<file path="src/rtl/hyperbus_pkg.sv">
// Shared types for the HyperBus write-data path.
package hyperbus_pkg;

  typedef enum logic [1:0] {
    Idle,
    Stream,
    Pad,
    Discard
  } wbuf_state_e;

  localparam int unsigned StatsWidth = 16;

endpackage

</file>
<file path="src/rtl/fifo_v3.sv">
// Pointer/count FIFO with optional fall-through; head is readable the cycle after a push when FALL_THROUGH=0.
module fifo_v3 #(
  parameter bit          FALL_THROUGH = 1'b0,
  parameter int unsigned DATA_WIDTH   = 32,
  parameter int unsigned DEPTH        = 8,
  parameter type         dtype        = logic [DATA_WIDTH-1:0],
  parameter int unsigned ADDR_DEPTH   = (DEPTH > 1) ? $clog2(DEPTH) : 1
) (
  input  logic clk_i,
  input  logic rst_ni,
  input  logic flush_i,
  output logic full_o,
  output logic empty_o,
  input  dtype data_i,
  input  logic push_i,
  output dtype data_o,
  input  logic pop_i
);

  localparam int unsigned CntW = ADDR_DEPTH + 1;

  logic [ADDR_DEPTH-1:0] rd_ptr_q, wr_ptr_q;
  logic [CntW-1:0]       cnt_q;
  dtype                  mem_q [DEPTH];
  logic                  stored_empty, bypass, push_en, pop_en;

  assign stored_empty = (cnt_q == '0);
  assign full_o       = (cnt_q == CntW'(DEPTH));
  // In fall-through mode a word pushed and popped while empty never touches storage.
  assign bypass       = FALL_THROUGH && stored_empty && push_i && pop_i;
  assign empty_o      = stored_empty && !(FALL_THROUGH && push_i);
  assign push_en      = push_i && !full_o && !bypass;
  assign pop_en       = pop_i && !stored_empty;
  assign data_o       = (FALL_THROUGH && stored_empty) ? data_i : mem_q[rd_ptr_q];

  always_ff @(posedge clk_i or negedge rst_ni) begin
    if (!rst_ni) begin
      rd_ptr_q <= '0;
      wr_ptr_q <= '0;
      cnt_q    <= '0;
    end else if (flush_i) begin
      rd_ptr_q <= '0;
      wr_ptr_q <= '0;
      cnt_q    <= '0;
    end else begin
      if (push_en) wr_ptr_q <= wr_ptr_q + ADDR_DEPTH'(1);
      if (pop_en)  rd_ptr_q <= rd_ptr_q + ADDR_DEPTH'(1);
      if (push_en && !pop_en)      cnt_q <= cnt_q + CntW'(1);
      else if (!push_en && pop_en) cnt_q <= cnt_q - CntW'(1);
    end
  end

  always_ff @(posedge clk_i) begin
    if (push_en && !flush_i) mem_q[wr_ptr_q] <= data_i;
  end

endmodule

</file>
<file path="src/rtl/hyperbus_wdata_buffer.sv">
// Write-word buffer in front of the PHY: enforces per-burst word count (pad/drop) and emits RWDS mask.
// Optional HYPERBUS_WBUF_STATS_EN adds saturating pad/drop counters.
//   state   | meaning
//   Idle    | waiting for tx_start_i; FIFO may still drain
//   Stream  | accepting packer words, counting down remaining
//   Pad     | packer ended early; pushing fully masked words
//   Discard | burst count reached before in_last_i; dropping words
module hyperbus_wdata_buffer
  import hyperbus_pkg::*;
#(
  parameter int unsigned NumPhys     = 2,
  parameter int unsigned Depth       = 4,
  parameter int unsigned BurstLength = 16
) (
  input  logic                   clk_i,
  input  logic                   rst_ni,
  input  logic                   clear_i,
  input  logic                   tx_start_i,
  input  logic [BurstLength-1:0] tx_words_i,
  input  logic                   in_valid_i,
  output logic                   in_ready_o,
  input  logic [16*NumPhys-1:0]  in_data_i,
  input  logic [2*NumPhys-1:0]   in_strb_i,
  input  logic                   in_last_i,
  output logic                   out_valid_o,
  input  logic                   out_ready_i,
  output logic [16*NumPhys-1:0]  out_data_o,
  output logic [2*NumPhys-1:0]   out_mask_o,
  output logic                   out_last_o,
  output logic                   busy_o,
  output logic                   err_o
`ifdef HYPERBUS_WBUF_STATS_EN
  ,
  output logic [StatsWidth-1:0]  pad_cnt_o,
  output logic [StatsWidth-1:0]  drop_cnt_o
`endif
);

  localparam int unsigned DataW = 16 * NumPhys;
  localparam int unsigned StrbW = 2 * NumPhys;

  typedef struct packed {
    logic             last;
    logic [StrbW-1:0] strb;
    logic [DataW-1:0] data;
  } word_t;

  wbuf_state_e            state_q, state_d;
  logic [BurstLength-1:0] remaining_q, remaining_d;
  logic                   err_q, err_d;
  logic                   in_ready, push, pop, full, empty, rem_one;
  word_t                  push_word, head;

  assign rem_one = (remaining_q == BurstLength'(1));

  always_comb begin
    state_d     = state_q;
    remaining_d = remaining_q;
    in_ready    = 1'b0;
    push        = 1'b0;
    push_word   = '0;
    err_d       = 1'b0;
    unique case (state_q)
      Idle: begin
        if (tx_start_i) begin
          if (tx_words_i != '0) begin
            remaining_d = tx_words_i;
            state_d     = Stream;
          end else begin
            err_d = 1'b1;
          end
        end
      end
      Stream: begin
        in_ready = !full;
        err_d    = tx_start_i;
        if (in_valid_i && in_ready) begin
          push           = 1'b1;
          push_word.data = in_data_i;
          push_word.strb = in_strb_i;
          push_word.last = rem_one;
          remaining_d    = remaining_q - BurstLength'(1);
          if (rem_one) begin
            if (in_last_i) begin
              state_d = Idle;
            end else begin
              err_d   = 1'b1;
              state_d = Discard;
            end
          end else if (in_last_i) begin
            state_d = Pad;
          end
        end
      end
      Pad: begin
        err_d = tx_start_i;
        if (!full) begin
          push           = 1'b1;
          push_word.last = rem_one;
          remaining_d    = remaining_q - BurstLength'(1);
          if (rem_one) state_d = Idle;
        end
      end
      Discard: begin
        in_ready = 1'b1;
        err_d    = tx_start_i;
        if (in_valid_i && in_last_i) state_d = Idle;
      end
      default: state_d = Idle;
    endcase
    // Flush wins over everything, including the handshake visible this cycle.
    if (clear_i) begin
      state_d     = Idle;
      remaining_d = '0;
      in_ready    = 1'b0;
      push        = 1'b0;
      err_d       = 1'b0;
    end
  end

  always_ff @(posedge clk_i or negedge rst_ni) begin
    if (!rst_ni) begin
      state_q     <= Idle;
      remaining_q <= '0;
      err_q       <= 1'b0;
    end else begin
      state_q     <= state_d;
      remaining_q <= remaining_d;
      err_q       <= err_d;
    end
  end

  fifo_v3 #(
    .FALL_THROUGH (1'b0),
    .DEPTH        (Depth),
    .dtype        (word_t)
  ) i_fifo (
    .clk_i   (clk_i),
    .rst_ni  (rst_ni),
    .flush_i (clear_i),
    .full_o  (full),
    .empty_o (empty),
    .data_i  (push_word),
    .push_i  (push),
    .data_o  (head),
    .pop_i   (pop)
  );

  assign pop         = out_ready_i && !empty && !clear_i;
  assign in_ready_o  = in_ready;
  assign out_valid_o = !empty;
  // Storage is not reset, so the head is gated to keep outputs at zero while empty.
  assign out_data_o  = empty ? '0 : head.data;
  assign out_mask_o  = empty ? '0 : ~head.strb;
  assign out_last_o  = !empty && head.last;
  assign busy_o      = (state_q != Idle) || !empty;
  assign err_o       = err_q;

`ifdef HYPERBUS_WBUF_STATS_EN
  logic pad_push, drop;

  assign pad_push = push && (state_q == Pad);
  assign drop     = !clear_i && (state_q == Discard) && in_valid_i;

  always_ff @(posedge clk_i or negedge rst_ni) begin
    if (!rst_ni) begin
      pad_cnt_o  <= '0;
      drop_cnt_o <= '0;
    end else if (clear_i) begin
      pad_cnt_o  <= '0;
      drop_cnt_o <= '0;
    end else begin
      if (pad_push && (pad_cnt_o != '1)) pad_cnt_o  <= pad_cnt_o + StatsWidth'(1);
      if (drop && (drop_cnt_o != '1))    drop_cnt_o <= drop_cnt_o + StatsWidth'(1);
    end
  end
`endif

endmodule
</file>
<file path="config.mk">
export PLATFORM = sky130hd
export DESIGN_NAME = hyperbus_wdata_buffer
export DESIGN_NICKNAME = d
export VERILOG_FILES = /design/src/rtl/hyperbus_pkg.sv /design/src/rtl/fifo_v3.sv /design/src/rtl/hyperbus_wdata_buffer.sv
export SDC_FILE = /design/constraint.sdc
export NUM_CORES = 1
export LEC_CHECK = 0
export BUFFER_PORTS_ARGS = -buffer_cell sky130_fd_sc_hd__buf_2
export CORE_ASPECT_RATIO = 1.5
export CORE_MARGIN = 2
export CORE_UTILIZATION = 62
export CTS_CLUSTER_SIZE = 16
export DETAILED_ROUTE_END_ITERATION = 12
export PLACE_DENSITY = 0.85
export SLEW_MARGIN = 20
export SYNTH_ARGS = -nofsm -noshare
export SYNTH_HDL_FRONTEND = slang
export SYNTH_SLANG_ARGS = --single-unit
</file>
<file path="constraint.sdc">
create_clock -name clk_i -period 4.45 [get_ports clk_i]
set_clock_uncertainty 0.05 [all_clocks]
set_input_delay 0.2225 -clock clk_i [delete_from_list [all_inputs] [get_ports clk_i]]
set_output_delay 0.2225 -clock clk_i [all_outputs]
set_load 0.05 [all_outputs]
</file>
==> out/metrics.yaml, run 1 <==
setup_path:
  worstPathCellList: "inv_1 > ha_1 > buf_4 > nand3_1 > nor2_1 > and2_2 > buf_4"
  crit_arrival_ns: 3.12
  crit_path_start_kind: "flip-flop"
  crit_end: "i_fifo.mem_q[0][15]$_DFFE_PP_"
  reg2reg_depth: 7
  cp_max_fo: 32
  crit_type: "flip-flop to flip-flop"
  worst_setup_path_end_kind: "flip-flop"
  worst_path_most_repeated_cell: "buf_4"
  r2r-end: "i_fifo.mem_q[0][15]$_DFFE_PP_"
  startpoint: "state_q[0]$_DFFE_PN0P_"
  cpPeakStageDelay_ns: 0.59
  rr_startpoint: "state_q[0]$_DFFE_PN0P_"
  reg2reg_setup_slack_ns: 1.41
  cp.required_ns: 4.53
  crit_slowest_cell: "and2_2"
job:
  drv_cap: 0
timing:
  period_needed_ns: 3.04
  max_slew_margin_pct: 35.8
  finalHoldViolCount: 0
  worst_pin_slew_ns: 0.963
  setup_viol: 0
  tns_ns: 0
  setup_slack_ns: 1.41
  clock.fmax_mhz: 329
  slew_viol_final: 0
  rsz0062_at_grt: "false"
  fin_crit_sh_pct: 68.4
clock_network:
  clk_latency_ns: 0.43
  cts_max_level: 4
  cts_buffers: 17
  clockBufferDepth: 2
  clkTransAtPathRegs_ns: 0.07
  cts_tree: "yes"
  post_cts_resize_count: 0
  cts_root_buffer: "clkbuf_16"
  clock_sinks: 174
global_route:
  grt_pass1_wl_um: 26300
  grt-ovfl-total: 0
  grt_max_degree: 40
  grt_pass1_vias: 4904
  grtUsageTotal_pct: 27.0
  grt_antenna_before_repair: 1
synth:
  postSynthCellCount: 496
  yosysSeqAreaShare_pct: 66.1
  ys.warnings.count: 0
  ys_types: 50
  yosysMostFrequentCell: "edfxtp_1"
  ys.flop_type: "edfxtp_1"
  ys_ff_latch: 174
  synth_common_cells: "edfxtp_1 (148), and2_1 (41), mux4_2 (37), nor2b_1 (37), nor2_1 (31)"
  ys_async_sr_fraction_pct: 14.9
  syn_area_um2: 7710
  synth_edf_count: 148
  synthTopCellsByArea: "edfxtp_1 (58%), mux4_2 (11%), dfrtp_1 (8.4%), and2_1 (3.3%), nor2b_1 (3.0%)"
  synth_fp_nets: 566
  synthDominantCellAreaShare_pct: 57.7
  synth.largest_area_cell: "edfxtp_1"
  syn_avg_cell_area_um2: 15.5
final_layout:
  final_nets: 677
  nFillCells: 686
  finalInstanceArea_um2: 9020
  area_delta_synth_final_pct: 17.0
  drive_gt1_share_pct: 31.5
  stdcell_count: 773
  antenna_cells: 0
  final_core_util_pct: 74.7
power:
  clkPwrFrac_pct: 23.4
  ir_worst_vdd_v: 0.000549
  p_leak_nw: 3.40
  combinationalPowerShare_pct: 41.7
  swShare_pct: 42.0
  p_int_w: 0.00356
  p_per_area_nw_per_um2: 680
  power_frac_seq_pct: 35.0
  switching_power_w: 0.00257
die:
  core-area_um2: 12100
  start_util_pct: 63.8
  die_area_um2: 13400
  dieWidth_um: 95.0
  die_y_um: 141
  io_pins: 100
  rows: 49
status:
  outcome: "complete, no violations"
placement:
  numPortBuffers: 99
  place_congestion: 0.829
  placed_cells: 739
  dp_hpwl_um: 10700
  placed_area_um2: 8420
  dp_slack_ns: 1.44
routing:
  wl_per_cell_um: 21.6
  ant_nets: 0
  drt-pass1-iter-count: 5
  via_per_inst: 6.10
  drcViolationCount: 0
  drt-total-wl_um: 16700
  drt_iter0_markers: 361
  vias: 4713
worst_hold_path:
  hold_path.class: "primary input to flip-flop"
## power by group through the flow
stage	Clock, W	Combinational (W)	Sequential, W
2_1_floorplan	0	0.00205	0.00206
3_3_place_gp	0	0.00247	0.00216
3_5_place_dp	0	0.00254	0.00217
4_1_cts	0.00144	0.00256	0.00214
5_1_grt	0.00150	0.00273	0.00217
6_report	0.00143	0.00255	0.00214
## layer usage
metal,part of all wire (%),track usage (%),vias up
met4,2.8,12.3,0
met1,37,32.6,2374
met2,55,46.5,200
met5,0,0,-
li1,-,-,2103
met3,5.0,5.27,36
## worst min-delay path by stage
stage               startpoint                      to  slack, ns  cells past startpoint
floorplan               rst_ni         err_o$_DFF_PN0_      -0.12                      0
global placement        rst_ni  state_q[0]$_DFFE_PN0P_       0.22                      1
detailed placement      rst_ni  state_q[1]$_DFFE_PN0P_       0.21                      1
CTS                 tx_start_i         err_o$_DFF_PN0_      0.005                      3
global route        tx_start_i         err_o$_DFF_PN0_       0.04                      3
finish              tx_start_i         err_o$_DFF_PN0_       0.03                      3
## area by class of cell
cell class / instances / area (µm²) / share of cell area (%)
tap: 153 / 191 / 2.12
timing repair buffer: 114 / 613 / 6.80
inverter: 19 / 71.3 / 0.791
sequential: 174 / 5100 / 56.5
multi-input combinational: 281 / 2470 / 27.3
clock buffer: 17 / 425 / 4.72
clock inverter: 15 / 151 / 1.68
## cell families (layout without fill, tap and decap cells)
family                   after synthesis  after routing  share of synthesized area, %
adder cells (fa/ha/maj)               11             11                          1.88
AO/OA/AOI/OAI                         44             44                          4.06
AND/OR/NAND/NOR                      163            163                          11.9
multiplexers                          50             50                          12.6
flip-flops                           174            174                          66.1
XOR/XNOR                              13             13                          1.48
buffers and inverters                 41            165                          2.01
## stage by stage
step,total power [W],hold slack (ns)
after floorplan,0.00411,-0.123
after global placement,0.00463,0.216
after detailed placement,0.00471,0.212
after CTS,0.00615,0.00459
after global routing,0.00640,0.0407
final,0.00613,0.0334
## cell usage in the layout (no fill, tap or decap), drive strengths merged, types with 2 or more instances in the layout
| cell type | instances |
|---|---|
| o21a | 5 |
| nor2b | 37 |
| nand3 | 14 |
| clkbuf | 17 |
| buf | 112 |
| a211oi | 2 |
| nor3 | 7 |
| nand2b | 3 |
| nand2 | 9 |
| nor2 | 31 |
| o221ai | 2 |
| o21ai | 5 |
| o22ai | 5 |
| a22o | 7 |
| nor4 | 7 |
| a21oi | 9 |
| clkinv | 9 |
| mux2i | 9 |
| inv | 25 |
| or4 | 3 |
| mux4 | 37 |
| xnor2 | 5 |
| mux2 | 4 |
| and2 | 41 |
| xor2 | 8 |
| nand4 | 3 |
| and3 | 2 |
| or3 | 2 |
| edfxtp | 148 |
| dfrtp | 26 |
| dlygate4sd3 | 2 |
| ha | 10 |
## what timing repair did
item,4_1_cts,5_1_grt
buffers inserted,0,0
endpoints found under the hold margin,27,0
hold buffers,2,0
## state kept, by name, indices dropped and copies added (netlist names)
register         flops
err_o                1
i_fifo.cnt_q         3
i_fifo.mem_q       148
i_fifo.rd_ptr_q      2
i_fifo.wr_ptr_q      2
remaining_q         16
state_q              2
## worst max-delay path, delay by kind of cell, from the launching register on
kind,cells,cell delay (ns)
adder cells (fa/ha/maj),1,0.27
AND/OR/NAND/NOR,3,1.33
buffers and inverters,3,0.69
flip-flops,1,0.39
Note: power is estimated with default switching activity, not from simulation.
==> run 2: changes to the inputs <==
--- a/config.mk
+++ b/config.mk
@@ -5,13 +5,14 @@
 export SDC_FILE = /design/constraint.sdc
 export NUM_CORES = 1
 export LEC_CHECK = 0
+export ABC_AREA = 1
 export BUFFER_PORTS_ARGS = -buffer_cell sky130_fd_sc_hd__buf_2
 export CORE_ASPECT_RATIO = 1.5
 export CORE_MARGIN = 2
-export CORE_UTILIZATION = 62
+export CORE_UTILIZATION = 53
 export CTS_CLUSTER_SIZE = 16
 export DETAILED_ROUTE_END_ITERATION = 12
-export PLACE_DENSITY = 0.85
+export PLACE_DENSITY = 0.77
 export SLEW_MARGIN = 20
 export SYNTH_ARGS = -nofsm -noshare
 export SYNTH_HDL_FRONTEND = slang
==> constraint.sdc (replaced) <==
create_clock -name clk_i -period 2.6 [get_ports clk_i]
set_clock_uncertainty 0.05 [all_clocks]
set_input_delay 0.13 -clock clk_i [delete_from_list [all_inputs] [get_ports clk_i]]
set_output_delay 0.13 -clock clk_i [all_outputs]
set_load 0.05 [all_outputs]
==> run 2 against run 1 <==
Effect of this change:
- clock power is 69% higher
- die area is 22% higher
- worst hold slack got worse by 0.018 ns
- final cell count up 52%
- wire length up 5.2%
- worst setup slack worse by 1.2 ns
- first-iteration DRC count up 26%
- critical path type is now flip-flop to primary output
- largest power group unchanged
==> out/metrics.yaml, run 2 <==
status:
  outcome: "complete, no violations"
setup_path:
  crit_path_start_kind: "flip-flop"
  worst_path_most_repeated_cell: "nor2_1"
  worst_setup_path_end_kind: "primary output"
  crit_arrival_ns: 2.20
  cp.required_ns: 2.42
  cp_num_buf_inv: 2
  cpLargestDelayFamily: "buffers and inverters"
  cp_max_fo: 24
  crit_slowest_cell: "dfrtp_2"
  cpPeakStageDelay_ns: 0.57
  worstPathCellList: "buf_4 > nor2_1 > nor2_1 > o21ai_0 > a21oi_1 > buf_2"
  crit_type: "flip-flop to primary output"
synth:
  ys.warnings.count: 0
  yosysMostFrequentCell: "nor2_1"
  postSynthCellCount: 854
  syn_area_um2: 8090
  ys.flop_type: "edfxtp_1"
  synth_common_cells: "nor2_1 (217), edfxtp_1 (148), nand2_1 (144), o21ai_0 (80), inv_1 (79)"
  ys_ff_latch: 174
  yosysSeqAreaShare_pct: 63.0
  synthTopCellsByArea: "edfxtp_1 (55%), nor2_1 (10%), dfrtp_1 (8.0%), nand2_1 (6.7%), o21ai_0 (4.9%)"
  synthDominantCellAreaShare_pct: 54.9
  ys_types: 28
  synth_fp_nets: 924
  syn_avg_cell_area_um2: 9.47
  ys_async_sr_fraction_pct: 14.9
  synth_edf_count: 148
  synth.largest_area_cell: "edfxtp_1"
placement:
  dp_hpwl_um: 10800
  numPortBuffers: 99
  placed_cells: 1128
  place_congestion: 0.863
power:
  ir_worst_vdd_v: 0.000584
  p_leak_nw: 4.04
  totalPowerFinal_w: 0.0102
  p_per_area_nw_per_um2: 1070
clock_network:
  cts_tree: "yes"
  clk_latency_ns: 0.42
  clkTransAtPathRegs_ns: 0.07
  cts_buffers: 17
  clockBufferDepth: 2
  cts_max_level: 4
  postCtsSetupRepairBufs: 0
  clock_sinks: 174
  cts_root_buffer: "clkbuf_16"
final_layout:
  largest_register: "i_fifo.mem_q"
  final_cell_mix: "nor2_1 (213), edfxtp_1 (148), nand2_1 (144), buf_2 (99), o21ai_0 (80)"
  area_delta_synth_final_pct: 18.7
  stdcell_count: 1173
  antenna_cells: 0
  largest_reg_flops: 148
  top_regs: "i_fifo.mem_q (148), remaining_q (16), i_fifo.cnt_q (3)"
  final_nets: 1032
  final_common_cell: "nor2_1"
  drive_gt1_share_pct: 16.3
  nFillCells: 1224
routing:
  vias: 6122
  drcViolationCount: 0
  wl_per_cell_um: 15.0
  via_per_inst: 5.22
  ant_nets: 0
  drt-total-wl_um: 17600
  drt_iter0_markers: 455
  drt-pass1-iter-count: 4
die:
  io_pins: 100
  die_area_um2: 16300
  core-area_um2: 15000
  rows: 55
  start_util_pct: 53.9
  dieWidth_um: 105
  die_y_um: 155
timing:
  max_slew_margin_pct: 57.6
  period_needed_ns: 2.38
  rsz0062_at_grt: "false"
  worst_pin_slew_ns: 0.636
  fin_crit_sh_pct: 91.4
  slew_viol_final: 0
  clock.fmax_mhz: 421
  setup_viol: 0
  finalHoldViolCount: 0
global_route:
  grt-ovfl-total: 0
  grt_pass1_wl_um: 28300
  grt_max_degree: 55
  grt_pass1_vias: 5943
  grtUsageTotal_pct: 22.3
  grt_antenna_before_repair: 0
worst_hold_path:
  hold_path.class: "primary input to flip-flop"
job:
  drv_cap: 0
run 2: repair_timing:
item	in CTS	in global routing
hold buffers	14	0
hold endpoints to repair	40	0
gates resized for setup	0	0
run 2: kinds of logic (layout without fill, tap and decap cells):
kind of cell	after synthesis	count (layout)	synth area share (%)
simple gates	415	415	20.7
flops	174	174	63.0
compound gates	130	130	8.15
buf+inv	120	240	5.94
fa+ha+maj	11	11	1.79
xor+xnor	4	4	0.433
run 2: layout make-up:
type | instances | area, µm² | share of cell area [%]
multi-input cells | 560 | 2550 | 26.5
flip-flops and latches | 174 | 5100 | 53.1
inverters | 82 | 308 | 3.21
well taps | 199 | 249 | 2.59
repair buffers | 127 | 828 | 8.63
clock buffers | 17 | 425 | 4.43
clock inverters | 14 | 149 | 1.55
run 2: report_power, final:
group          total [W]  leakage (nW)  internal [W]  switching, W
Clock            0.00241         0.272       0.00127       0.00113
Combinational    0.00432          2.13       0.00109       0.00323
Sequential       0.00350          1.64       0.00330      0.000198
run 2: worst paths after layout:
kind / startpoint / to / depth (start not counted) / slack [ns]
max: i_fifo.rd_ptr_q[0]$_DFFE_PN0P_ / out_data_o[25] / 6 / 0.22
min: in_data_i[21] / i_fifo.mem_q[3][21]$_DFFE_PP_ / 3 / 0.02
max reg2reg: i_fifo.cnt_q[1]$_DFFE_PN0P_ / i_fifo.cnt_q[2]$_DFFE_PN0P_ / 11 / 0.44
min reg2reg: i_fifo.cnt_q[0]$_DFFE_PN0P_ / i_fifo.cnt_q[0]$_DFFE_PN0P_ / 2 / 0.49
max in group asynchronous: rst_ni / i_fifo.rd_ptr_q[0]$_DFFE_PN0P_ / 2 / 1.83
min in group asynchronous: rst_ni / remaining_q[7]$_DFFE_PN0P_ / 2 / 0.21
run 2: metal layers:
metal	GRT usage, %	up-vias	routed length, µm	part of all wire (%)
met2	42.3	202	9540	54
met5	0	-	0	0
li1	-	3030	-	-
met1	25.4	2869	6910	39
met3	3.81	21	913	5.2
met4	6.60	0	242	1.4
run 2: stage by stage:
stage	TNS [ns]	worst slack (ns)	hold WS, ns	util, %	area, µm²
floorplan	-75.84	-0.512	-0.216	-	8090
global placement	0	0.493	0.128	59.2	8890
detailed placement	0	0.441	0.136	59.2	8890
CTS	0	0.195	0.00241	64.0	9600
global route	0	0.0848	0.0143	64.0	9600
finish	0	0.223	0.0153	64.0	9600
run 2: tightest hold or removal path, cell delays in order:
cell,delay (ns)
buf_2,0.09
inv_1,0.04
nor2_1,0.06
